===== src/rtl/conv_accel_top.sv =====
// Valid 2-D convolution accelerator: S x S MAC tile over internal IFM/weight memories into OFM memory.
// Optional OFM_SAT_EN: saturate OFM words to signed 2*DATA_WIDTH range instead of wrapping.
module conv_accel_top #(
  parameter int SYSTOLIC_SIZE = 16,
  parameter int BUFFER_COUNT  = 16,
  parameter int DATA_WIDTH    = 8,
  parameter int INOUT_WIDTH   = 128,
  parameter int IFM_SIZE      = 210,
  parameter int IFM_CHANNEL   = 16,
  parameter int KERNEL_SIZE   = 3,
  parameter int NO_FILTER     = 32
) (
  input  logic clk,
  input  logic rst_n,
  input  logic start,
  output logic done
);
  localparam int S         = SYSTOLIC_SIZE;
  localparam int OFM_SIZE  = IFM_SIZE - KERNEL_SIZE + 1;
  localparam int XT        = IFM_SIZE / S;
  localparam int NO_TILING = XT * OFM_SIZE;
  localparam int KK        = KERNEL_SIZE * KERNEL_SIZE;
  localparam int CKK       = IFM_CHANNEL * KK;
  localparam int OW        = 2 * DATA_WIDTH;
  localparam int SB        = $clog2(CKK);
  localparam int RB        = $clog2(S);
`ifdef OFM_SAT_EN
  localparam int AW = OW + $clog2(CKK) + 1;
  localparam logic signed [AW-1:0] SAT_MAX = AW'((1 << (OW - 1)) - 1);
  localparam logic signed [AW-1:0] SAT_MIN = ~SAT_MAX;
`else
  localparam int AW = OW;
`endif

  logic                         load, comp, wr;
  logic [31:0]                  step, cf, ct, fbase, ty, tx0, ch, ky, kx;
  logic [31:0]                  ifm_addr, wgt_addr, ofm_addr;
  logic [INOUT_WIDTH-1:0]       ifm_rd;
  logic [S*DATA_WIDTH-1:0]      wgt_rd;
  logic [S-1:0]                 ofm_we;
  logic [S*OW-1:0]              ofm_wdat, ofm_rd_unused;
  logic signed [DATA_WIDTH-1:0] wbuf_q [BUFFER_COUNT][CKK];
  logic signed [AW-1:0]         acc_q  [S][S];
  logic signed [AW-1:0]         prod   [S][S];

  function automatic logic [OW-1:0] to_ofm(input logic signed [AW-1:0] v);
`ifdef OFM_SAT_EN
    if (v > SAT_MAX) return SAT_MAX[OW-1:0];
    if (v < SAT_MIN) return SAT_MIN[OW-1:0];
`endif
    return v[OW-1:0];
  endfunction

  // Tiles scan x fastest; x tiles past the OFM edge are computed but never written.
  assign fbase    = cf * S;
  assign ty       = ct / XT;
  assign tx0      = (ct % XT) * S;
  assign ch       = step / KK;
  assign ky       = (step % KK) / KERNEL_SIZE;
  assign kx       = step % KERNEL_SIZE;
  assign ifm_addr = (ch * IFM_SIZE + ty + ky) * IFM_SIZE + tx0 + kx;
  assign wgt_addr = fbase * CKK + step;
  assign ofm_addr = ((fbase + step) * OFM_SIZE + ty) * OFM_SIZE + tx0;

  always_comb begin
    for (int i = 0; i < S; i++)
      for (int j = 0; j < S; j++)
        prod[i][j] = AW'($signed(ifm_rd[j*DATA_WIDTH +: DATA_WIDTH])) * AW'(wbuf_q[i][step[SB-1:0]]);
  end

  always_comb begin
    ofm_we   = '0;
    ofm_wdat = '0;
    for (int j = 0; j < S; j++) begin
      ofm_we[j]              = wr && ((tx0 + 32'(j)) < 32'(OFM_SIZE));
      ofm_wdat[j*OW +: OW]   = to_ofm(acc_q[step[RB-1:0]][j]);
    end
  end

  always_ff @(posedge clk) begin
    if (load)
      for (int i = 0; i < S; i++)
        wbuf_q[i][step[SB-1:0]] <= wgt_rd[i*DATA_WIDTH +: DATA_WIDTH];
  end

  // First tap of a tile overwrites the accumulator, clearing it per tile.
  always_ff @(posedge clk) begin
    if (!rst_n) begin
      for (int i = 0; i < S; i++)
        for (int j = 0; j < S; j++)
          acc_q[i][j] <= '0;
    end else if (comp) begin
      for (int i = 0; i < S; i++)
        for (int j = 0; j < S; j++)
          acc_q[i][j] <= (step == 32'd0) ? prod[i][j] : acc_q[i][j] + prod[i][j];
    end
  end

  conv_ctrl #(.CKK(CKK), .S(S), .NO_TILING(NO_TILING), .NFG(NO_FILTER / S)) main_control (
    .clk(clk), .rst_n(rst_n), .start_i(start),
    .load_o(load), .comp_o(comp), .write_o(wr), .done_o(done),
    .step_o(step), .count_filter_o(cf), .count_tiling_o(ct)
  );

  conv_dpram #(.W(DATA_WIDTH), .DEPTH(IFM_CHANNEL * IFM_SIZE * IFM_SIZE), .LANES(S), .STRIDE(1)) dpram_ifm (
    .clk(clk), .we_i('0), .wr_addr_i('0), .wr_dat_i('0), .rd_addr_i(ifm_addr), .rd_dat_o(ifm_rd)
  );

  conv_dpram #(.W(DATA_WIDTH), .DEPTH(NO_FILTER * CKK), .LANES(S), .STRIDE(CKK)) dpram_wgt (
    .clk(clk), .we_i('0), .wr_addr_i('0), .wr_dat_i('0), .rd_addr_i(wgt_addr), .rd_dat_o(wgt_rd)
  );

  conv_dpram #(.W(OW), .DEPTH(NO_FILTER * OFM_SIZE * OFM_SIZE), .LANES(S), .STRIDE(1)) dpram_ofm (
    .clk(clk), .we_i(ofm_we), .wr_addr_i(ofm_addr), .wr_dat_i(ofm_wdat),
    .rd_addr_i('0), .rd_dat_o(ofm_rd_unused)
  );
endmodule

// Tile sequencer: IDLE -> LOAD_WGT -> (COMPUTE -> WRITE -> NEXT)* -> DONE.
module conv_ctrl #(
  parameter int CKK       = 144,
  parameter int S         = 16,
  parameter int NO_TILING = 2704,
  parameter int NFG       = 2
) (
  input  logic        clk,
  input  logic        rst_n,
  input  logic        start_i,
  output logic        load_o,
  output logic        comp_o,
  output logic        write_o,
  output logic        done_o,
  output logic [31:0] step_o,
  output logic [31:0] count_filter_o,
  output logic [31:0] count_tiling_o
);
  typedef enum logic [2:0] {IDLE, LOAD_WGT, COMPUTE, WRITE, NEXT, DONE} state_t;

  state_t      state_q;
  logic [31:0] step_q, count_filter, count_tiling;
  logic        done_q;

  always_ff @(posedge clk) begin
    if (!rst_n) begin
      state_q      <= IDLE;
      step_q       <= '0;
      count_filter <= '0;
      count_tiling <= '0;
      done_q       <= 1'b0;
    end else begin
      case (state_q)
        IDLE: if (start_i) begin
          state_q <= LOAD_WGT;
          step_q  <= '0;
        end
        LOAD_WGT: if (step_q == 32'(CKK - 1)) begin
          step_q  <= '0;
          state_q <= COMPUTE;
        end else step_q <= step_q + 32'd1;
        COMPUTE: if (step_q == 32'(CKK - 1)) begin
          step_q  <= '0;
          state_q <= WRITE;
        end else step_q <= step_q + 32'd1;
        WRITE: if (step_q == 32'(S - 1)) begin
          step_q  <= '0;
          state_q <= NEXT;
        end else step_q <= step_q + 32'd1;
        NEXT: if (count_tiling == 32'(NO_TILING - 1)) begin
          count_tiling <= '0;
          if (count_filter == 32'(NFG - 1)) begin
            state_q <= DONE;
            done_q  <= 1'b1;
          end else begin
            count_filter <= count_filter + 32'd1;
            state_q      <= LOAD_WGT;
          end
        end else begin
          count_tiling <= count_tiling + 32'd1;
          state_q      <= COMPUTE;
        end
        DONE: if (start_i) begin
          state_q      <= LOAD_WGT;
          done_q       <= 1'b0;
          step_q       <= '0;
          count_filter <= '0;
          count_tiling <= '0;
        end
        default: state_q <= IDLE;
      endcase
    end
  end

  assign load_o         = (state_q == LOAD_WGT);
  assign comp_o         = (state_q == COMPUTE);
  assign write_o        = (state_q == WRITE);
  assign done_o         = done_q;
  assign step_o         = step_q;
  assign count_filter_o = count_filter;
  assign count_tiling_o = count_tiling;
endmodule

// Word memory with a multi-lane strided combinational read and per-lane write enables; reads past the end give 0.
module conv_dpram #(
  parameter int W      = 8,
  parameter int DEPTH  = 16,
  parameter int LANES  = 1,
  parameter int STRIDE = 1
) (
  input  logic               clk,
  input  logic [LANES-1:0]   we_i,
  input  logic [31:0]        wr_addr_i,
  input  logic [LANES*W-1:0] wr_dat_i,
  input  logic [31:0]        rd_addr_i,
  output logic [LANES*W-1:0] rd_dat_o
);
  localparam int AB = (DEPTH > 1) ? $clog2(DEPTH) : 1;

  logic [W-1:0] mem [DEPTH];

  always_ff @(posedge clk) begin
    for (int l = 0; l < LANES; l++)
      if (we_i[l] && ((wr_addr_i + 32'(l * STRIDE)) < 32'(DEPTH)))
        mem[AB'(wr_addr_i + 32'(l * STRIDE))] <= wr_dat_i[l*W +: W];
  end

  always_comb begin
    rd_dat_o = '0;
    for (int l = 0; l < LANES; l++)
      if ((rd_addr_i + 32'(l * STRIDE)) < 32'(DEPTH))
        rd_dat_o[l*W +: W] = mem[AB'(rd_addr_i + 32'(l * STRIDE))];
  end
endmodule


===== config.mk =====
export PLATFORM = sky130hd
export DESIGN_NAME = conv_accel_top
export DESIGN_NICKNAME = d
export VERILOG_FILES = /design/src/rtl/conv_accel_top.sv
export SDC_FILE = /design/constraint.sdc
export NUM_CORES = 1
export LEC_CHECK = 0
export CAP_MARGIN = 0
export CORE_MARGIN = 3
export CORE_UTILIZATION = 34
export CTS_BUF_LIST = sky130_fd_sc_hd__clkbuf_8
export DETAILED_ROUTE_END_ITERATION = 10
export HOLD_SLACK_MARGIN = 0.12
export SETUP_SLACK_MARGIN = 0.2
export SYNTH_ARGS = -nofsm -noshare
export SYNTH_HDL_FRONTEND = slang
export SYNTH_SLANG_ARGS = --single-unit
export TNS_END_PERCENT = 20

===== constraint.sdc =====
create_clock -name clk -period 3.05 [get_ports clk]
set_clock_uncertainty 0.2 [all_clocks]
set_input_delay 0.7625 -clock clk [delete_from_list [all_inputs] [get_ports clk]]
set_output_delay 0.7625 -clock clk [all_outputs]
set_load 0.01 [all_outputs]

Word-level counts from Yosys, hierarchy flattened
Index checks and enable logic that the tools add are counted.
{"block": "word_totals", "input_bits": 3, "elab_cells": 55, "out_inout_bits": 1, "regBits": 100}
{"block": "classes", "n_mux": 20, "n_reduce_logical": 10, "eq_ne": 17, "addsub": 3}
{"operator": "two-way mux 32 bit", "count": 6}
{"operator": "case mux 32 bit (2 select lines)", "count": 2}
{"operator": "adder 32 x 1 -> 32 bit (second input constant)", "count": 3}
{"operator": "case mux 32 bit (3 select lines)", "count": 1}
{"operator": "== test 32 x 1 -> 1 bit (second input constant)", "count": 1}
{"operator": "== test 32 x 12 -> 1 bit (second input constant)", "count": 1}
{"operator": "== test 32 x 4 -> 1 bit (second input constant)", "count": 1}
{"operator": "== test 32 x 8 -> 1 bit (second input constant)", "count": 1}
{"operator": "two-way mux 3 bit", "count": 6}
{"operator": "case mux 3 bit (5 select lines)", "count": 1}
{"operator": "AND reduction 4 bit", "count": 3}
{"operator": "inequality test 2 x 1 -> 1 bit (second input constant)", "count": 5}
{"operator": "== test 3 x 2 -> 1 bit (second input constant)", "count": 2}
{"operator": "== test 3 bit (second input constant)", "count": 2}
{"operator": "inequality test 2 bit (second input constant)", "count": 3}
{"operator": "AND reduction 2 bit", "count": 2}
{"operator": "OR reduction 2 bit", "count": 2}
{"operator": "== test 3 x 1 -> 1 bit (second input constant)", "count": 1}
{"operator": "zero test 3 bit", "count": 1}
{"operator": "two-way mux 1 bit", "count": 3}
{"operator": "nonzero test 3 bit", "count": 1}
{"operator": "case mux 1 bit (2 select lines)", "count": 1}
{"operator": "nonzero test 2 bit", "count": 1}

Logic depth before layout (Yosys ltp)
Gate-level depths: netlist of run 1.
{"block": "depth", "depth_word": 4, "mapped_depth": 11, "ltp_nobuf": 8}

Worst setup path before layout of run 1
No wires, ideal clock.
{"block": "synth_timing", "kind": "input to register", "startpoint": "in start", "endpoint": "reg main_control.count_filter[26] (netlist: main_control.count_filter_o[26])", "path_slack_ns": 0.378, "path_stages": 8, "path_buffers": 3, "setup_ns": 0.071, "arrival_ns": 2.401, "cell_sequence": "nor2b_1 nand2b_1 clkbuf_1 or3_1 buf_6 buf_6 or4_1 a21oi_1"}
{"block": "synth_via", "elab_chain_len": 2}
{"element": "from (decl)", "line": "15", "rtl": "input logic start,"}
{"element": "inequality test 2 bit (no line)"}
{"element": "AND reduction 4 bit (no line)"}
{"element": "to (signal assigned)", "line": "174", "rtl": "count_filter <= count_filter + 32'd1;"}
{"element": "to (decl)", "line": "140", "rtl": "logic [31:0] step_q, count_filter, count_tiling;"}
No other way between the ends.
A chain may end at the register's enable or synchronous reset.

Final worst setup path of run 1
{"block": "layout_timing", "startpoint": "in start", "endpoint": "reg main_control.count_filter[28] (netlist: main_control.count_filter_o[28])"}
The elaborated chain is that of the path after synthesis.

==> results by group, run 1 <==
Floorplan
  • I/O pins: 4
  • Starting density of the core: between 30% and 40%
  • Chip height: 128 um
  • Die W: 128 um
  • Die area: ~16,000 um2
  • Row cnt: 43
  • Core Region: roughly 14,000 um2

Drt
  • Vias per inst: 5.42
  • Iteration-0 DRC Markers: around 370
  • Routed WL: 10,800 um
  • Drt first pass iters: 4
  • Routed Antenna Nets: 0
  • Detailed-route DRC error count: 0
  • Via Count: approximately 4,300
  • Wirelength per Cell: 13.5 um

Setup path
  • Crit path cell chain: clkdlybuf4s50_1, nor2b_1, nand2b_1, or3_1, buf_12, or4_1, a21oi_1
  • Critical Path Fanout Max: 37
  • Critical Path Max Stage Delay: roughly 0.50 ns
  • Crit path launch type: input port
  • Crit Path Class: input port to flip-flop
  • CP required: 3.17 ns
  • Crit. End Element: flip-flop
  • Critical-path top delay cell: or4_1
  • CP arrival: 2.79 ns
  • Cells on worst reg2reg path: 7

Outcome
  • Outcome: finished, final reports clean

Clock tree
  • CTS Buf Count: 9
  • Max H-tree Level: 3
  • CTS Buffer Depth: 2
  • Skew-Pair Late Insertion Delay: 0.39 ns
  • CTS tree: yes
  • CTS Hold Bufs: 0
  • CTS Sinks: 100
  • Clock slew at reported path FFs: 0.11 ns
  • Root buf cell: clkbuf_8

Synth
  • Seq/Total Area, Yosys: between 30% and 40%
  • Fraction of registers with async set/reset: 0%
  • Syn_nets: around 610
  • Synthesized area: about 5000 um2
  • Mapped Cells: 601
  • Register bit total from synthesis: 100
  • Top cells by area, synth: dfxtp_1 (40%), xor2_1 (6.3%), nor2_1 (5.5%)
  • Post-synth top area cell: dfxtp_1
  • Synth Warn #: 0
  • Post-synthesis cell type count: 46
  • Primary FF master, synth: dfxtp_1
  • Post-synth top area share: between 30% and 40%
  • Syn avg cell area: 8.36 um2
  • Post-synth EDFFs: 0

Final layout
  • Area Growth Syn to Fin: 10.9%
  • Commonest cells after routing, fill and taps aside: dfxtp_1 (100), nor2_1 (74), nand2_1 (58), nand3_1 (41), xor2_1 (36)
  • Most common cell after layout, fill and taps aside: dfxtp_1
  • Antenna cells: 0
  • Nets: 621
  • Non-Filler Cell Area, Final: 5570 um2
  • Fraction of layout cells with a size suffix above 1: approximately 8.2%

Min path
  • Hold path cells: 2
  • Worst hold path class: flip-flop to flip-flop

Timing
  • Period utilization: 87.5%
  • Slew @ Worst Pin: 0.637 ns
  • Final setup vio count: 0
  • Fin crit period: ~2.7 ns
  • Pins Over Slew Limit: 0
  • Fin. Hold Viols: 0
  • Slew HR: approximately 57%
  • Highest Clock Rate: 375 MHz
  • Hold slack: 0.294 ns
  • Unrepaired setup endpoints after global routing: false

Power
  • Sw Pwr: 0.000627 W
  • Logic pwr share: 7.6%
  • Register share of total power: 55.4%
  • Leak pwr: 1.87 nW
  • Clk network pwr share: 37.0%
  • Net Sw Frac: 25.9%
  • P per Cell Area: ~430 nW/um2
  • Int Pwr: 0.00179 W
  • Peak VDD IR: 0.184 mV

Placed design
  • Placed cell area: 5360 um2
  • Placer Congestion: roughly 0.8
  • Detailed placement HPWL: 7670 um
  • IO Port Bufs: 3

Global route
  • All-Layer GR Usage: ~14%
  • First-pass GRT wire length: ~19,000 um
  • Vias in the first global route: approximately 4,000
  • Largest net degree at the start of global routing: 38
  • Initial antenna violation count: 0
  • Total grt overflow: 0

Run
  • Max Cap Viol: 0
[power by group through the flow]
| stage | sequential [W] | combinational, W | clock [W] |
|---|---|---|---|
| after floorplan | 0.00135 | 0.000146 | 0 |
| after CTS | 0.00134 | 0.000183 | 0.000931 |
| after detailed placement | 0.00137 | 0.000183 | 0 |
| after global routing | 0.00134 | 0.000209 | 0.000969 |
| after global placement | 0.00137 | 0.000181 | 0 |
| final | 0.00134 | 0.000184 | 0.000895 |
[per-stage QoR]
step           worst slack (ns)  std cells  power [W]  utilization (%)  TNS [ns]
2_1_floorplan             0.378        601    0.00150                -         0
3_3_place_gp           0.000953        783    0.00155             37.9         0
6_report                  0.380        799    0.00242             39.4         0
4_1_cts                   0.350        799    0.00245             39.3         0
5_1_grt                   0.238        799    0.00252             39.4         0
3_5_place_dp           -0.00376        783    0.00155             37.9  -0.00815
[layer usage]
metal  vias to the layer above  GRT usage, %  share of wire (%)
met5                         -             0                  0
met4                         0          5.99                1.9
met3                        12          2.63                2.3
met2                        43          21.7                 45
met1                      2064          18.6                 51
li1                       2212             -                  -
[final cells by class]
cell class / count / area [um2]
clock buffers: 10 / 138
clock inverters: 6 / 68.8
fillers: 1439 / 8580
inverters: 8 / 30.0
multi-input cells: 470 / 2890
flip-flops and latches: 100 / 2000
well taps: 180 / 225
repair buffers: 25 / 220
[synthesized netlist by cell type, types with 10 or more instances]
library cell and count:
a21oi_1 21, nand3_1 41, or4_1 18, and3_1 18, nor2_1 74, xnor2_1 25, and4_1 10, clkbuf_1 17
o21ai_0 10, dfxtp_1 100, xor2_1 36, nand2_1 58, nor4_1 29, nand4_1 28, o31ai_1 13
[worst max-delay path: cells and delay by family]
family          cells  cell delay (ns)
compound gates      1             0.16
simple gates        4             1.17
buf+inv             2             0.67
[registers in the layout (all words and copies together), names as in the netlist]
signal,cells
main_control.done_o,1
main_control.state_q,3
main_control.count_tiling_o,32
main_control.step_o,32
main_control.count_filter_o,32
[path summary, 6_finish.rpt]
path                                                      start  slack (ns)                               to
worst max-delay path                                      start        0.38  main_control.count_filter_o[28]
worst min-delay path            main_control.count_filter_o[21]        0.29  main_control.count_filter_o[21]
worst max register to register  main_control.count_tiling_o[20]        0.38  main_control.count_filter_o[28]
worst min register to register  main_control.count_filter_o[21]        0.29  main_control.count_filter_o[21]
[logic make-up (layout without fill, tap and decap cells)]
logic type               after synthesis  in the layout  share of synthesized area, %
buffers and inverters                 31             49                          2.84
AND/OR/NAND/NOR                      330            330                          35.5
XOR/XNOR                              61             61                          10.6
AO/OA/AOI/OAI                         67             67                          8.62
multiplexers                           8              8                          1.59
adder cells (fa/ha/maj)                4              4                         0.996
flip-flops                           100            100                          39.8
[repair_timing]
item | in CTS | in global routing
resized for setup | 0 | 1
buffers inserted | 0 | 0
setup endpoints to repair | 0 | 3
Note: power is estimated with default switching activity, not from simulation.
==> run 2, diff against run 1 <==
GPL_TIMING_DRIVEN = 0   (was not set)
==> results by group, run 2 (same netlist as run 1, synthesis figures left out) <==
Drt
  • Detailed-route DRC error count: 0 (unchanged)
  • Vias per inst: 5.48 (+1.1%)
  • Via Count: 4,415 (+1.9%)
  • Routed Antenna Nets: 0 (unchanged)
  • Iteration-0 DRC Markers: 216 (-42%)
  • Routed WL: 11,900 um (+9.6%)
  • Drt first pass iters: 5 (+1)
  • Wirelength per Cell: 14.7 um (+8.7%)

Timing
  • Fin. Hold Viols: 0 (unchanged)
  • Pins Over Slew Limit: 0 (unchanged)
  • Fin crit period: 2.84 ns (+0.175 ns)
  • Hold slack: 0.290 ns (-0.00425 ns)
  • Unrepaired setup endpoints after global routing: true
  • Highest Clock Rate: 352 MHz (-6.1%)
  • Period utilization: 93.3% (+5.7 points)
  • Final setup vio count: 0 (unchanged)
  • Slew HR: 28.1% (-29 points)
  • Slew @ Worst Pin: 1.07 ns (+0.433 ns)

Floorplan
  • Row cnt: 43 (unchanged)
  • Chip height: 128 um (unchanged)
  • Core Region: 14,100 um2 (unchanged)
  • I/O pins: 4 (unchanged)
  • Die W: 128 um (unchanged)
  • Starting density of the core: 35.5% (unchanged)
  • Die area: 16,300 um2 (unchanged)

Clock tree
  • CTS Buf Count: 9 (unchanged)
  • CTS Buffer Depth: 2 (unchanged)
  • Max H-tree Level: 3 (unchanged)
  • CTS tree: yes
  • Skew-Pair Late Insertion Delay: 0.39 ns (about the same)
  • Clock slew at reported path FFs: 0.09 ns (-0.02 ns)
  • CTS Hold Bufs: 0 (unchanged)
  • Root buf cell: clkbuf_8
  • CTS Sinks: 100 (unchanged)

Global route
  • Vias in the first global route: 4,179 (+5.6%)
  • Grt met3 use: 3.47% (+0.84 points)
  • Total grt overflow: 0 (unchanged)
  • Largest net degree at the start of global routing: 16 (-58%)
  • All-Layer GR Usage: 14.8% (+1.0 points)
  • Grt met2 use: 25.4% (+3.7 points)
  • First-pass GRT wire length: 19,900 um (+7.1%)
  • Met1 Usage GRT: 18.4% (-0.23 points)
  • Grt peak-use layer: met2
  • Initial antenna violation count: 0 (unchanged)

Setup path
  • Critical-path top delay cell: or4_1
  • WP buf/inv: 3 (+1)
  • Critical Path Max Stage Delay: 0.51 ns (about the same)
  • CP arrival: 2.96 ns (+0.17 ns)
  • Crit path launch type: flip-flop
  • Crit-path leading delay family: simple AND/OR/NAND/NOR gates
  • Critical Path Fanout Max: 10 (-73%)
  • Cell mode on critical path: buf_6
  • Register-to-register setup slack: 0.21 ns (-0.17 ns)
  • CP required: 3.17 ns (about the same)
  • Crit. End Element: flip-flop
  • Crit path cell chain: nor4_4, nand4_1, o21a_1, buf_6, or3_4, buf_6, buf_6, or4_1, a21oi_1
  • Crit Path Class: flip-flop to flip-flop

Placed design
  • IO Port Bufs: 3 (unchanged)
  • Placer Congestion: 0.811 (-0.58%)
  • Detailed placement HPWL: 8350 um (+8.8%)
  • Placed cell area: 5280 um2 (-1.5%)

Final layout
  • Antenna cells: 0 (unchanged)
  • Most common cell after layout, fill and taps aside: dfxtp_1
  • Area Growth Syn to Fin: 13.1%
  • Storage element area: 2010 um2 (+0.62%)
  • Fraction of layout cells with a size suffix above 1: 10.9% (+2.6 points)
  • Footprint of the multi-input gates: 3020 um2 (+4.4%)
  • Non-Filler Cell Area, Final: 5680 um2 (+1.9%)
  • Nets: 628 (+1.1%)
  • Commonest cells after routing, fill and taps aside: dfxtp_1 (92), nor2_1 (74), nand2_1 (58), nand3_1 (41), xor2_1 (36)
  • Final Core Density: 40.2% (+0.76 points)
  • Filler cells: 1,413 (-1.8%)

Power
  • Peak VDD IR: 0.221 mV (+20%)
  • P per Cell Area: 413 nW/um2 (-4.9%)
  • Leak pwr: 1.90 nW (+1.1%)

Outcome
  • Outcome: finished, final reports clean

Min path
  • Worst hold path class: flip-flop to flip-flop

Run
  • Max Cap Viol: 0 (unchanged)
[run 2: path summary, 6_finish.rpt]
kind,depth (start not counted),startpoint,endpoint
min,2,main_control.done_o,main_control.done_o
min reg2reg,2,main_control.done_o,main_control.done_o
max,9,main_control.count_tiling_o[27],main_control.count_filter_o[26]
max reg2reg,9,main_control.count_tiling_o[27],main_control.count_filter_o[26]
[run 2: power breakdown]
| part | switching (W) | internal, W |
|---|---|---|
| clock network | 0.000464 | 0.000360 |
| logic | 0.000134 | 0.0000612 |
| registers | 0.0000119 | 0.00131 |
[run 2: what timing repair did]
| action | 4_1_cts | 5_1_grt |
|---|---|---|
| pin swaps | 0 | 7 |
| resized for setup | 15 | 27 |
| setup buffers | 0 | 6 |
| endpoints found under the setup margin | 69 | 44 |
[run 2: layout make-up]
class                           count  share of cell area (%)
Tap cell                          180                    3.96
Inverter                            8                   0.529
Sequential cell                   100                    35.5
Clock inverter                      4                   0.396
Clock buffer                       12                    2.91
Timing Repair Buffer                9                    1.56
Buffer                             23                    2.09
Multi-Input combinational cell    470                    53.1
[run 2: worst register-to-register path, cell delays in order, from the launching register on]
cell and delay, ns:
dfxtp_4 0.37, nor4_4 0.29, nand4_1 0.22, o21a_1 0.26, buf_6 0.14, or3_4 0.36
buf_6 0.14, buf_6 0.14, or4_1 0.51, a21oi_1 0.15
[run 2: layer usage]
layer	part of all wire [%]	wire [um]
met5	0	0
met4	1.8	216
met3	2.7	325
met2	49	5780
met1	47	5540
[run 2: metrics by stage]
| step | total power [W] | setup TNS, ns | setup WS [ns] | std cells |
|---|---|---|---|---|
| after global routing | 0.00245 | 0 | 0.0839 | 806 |
| after detailed placement | 0.00155 | -32.42 | -0.684 | 784 |
| after floorplan | 0.00150 | 0 | 0.378 | 601 |
| final | 0.00235 | 0 | 0.206 | 806 |
| after global placement | 0.00155 | -30.88 | -0.656 | 784 |
| after CTS | 0.00237 | 0 | 0.206 | 800 |
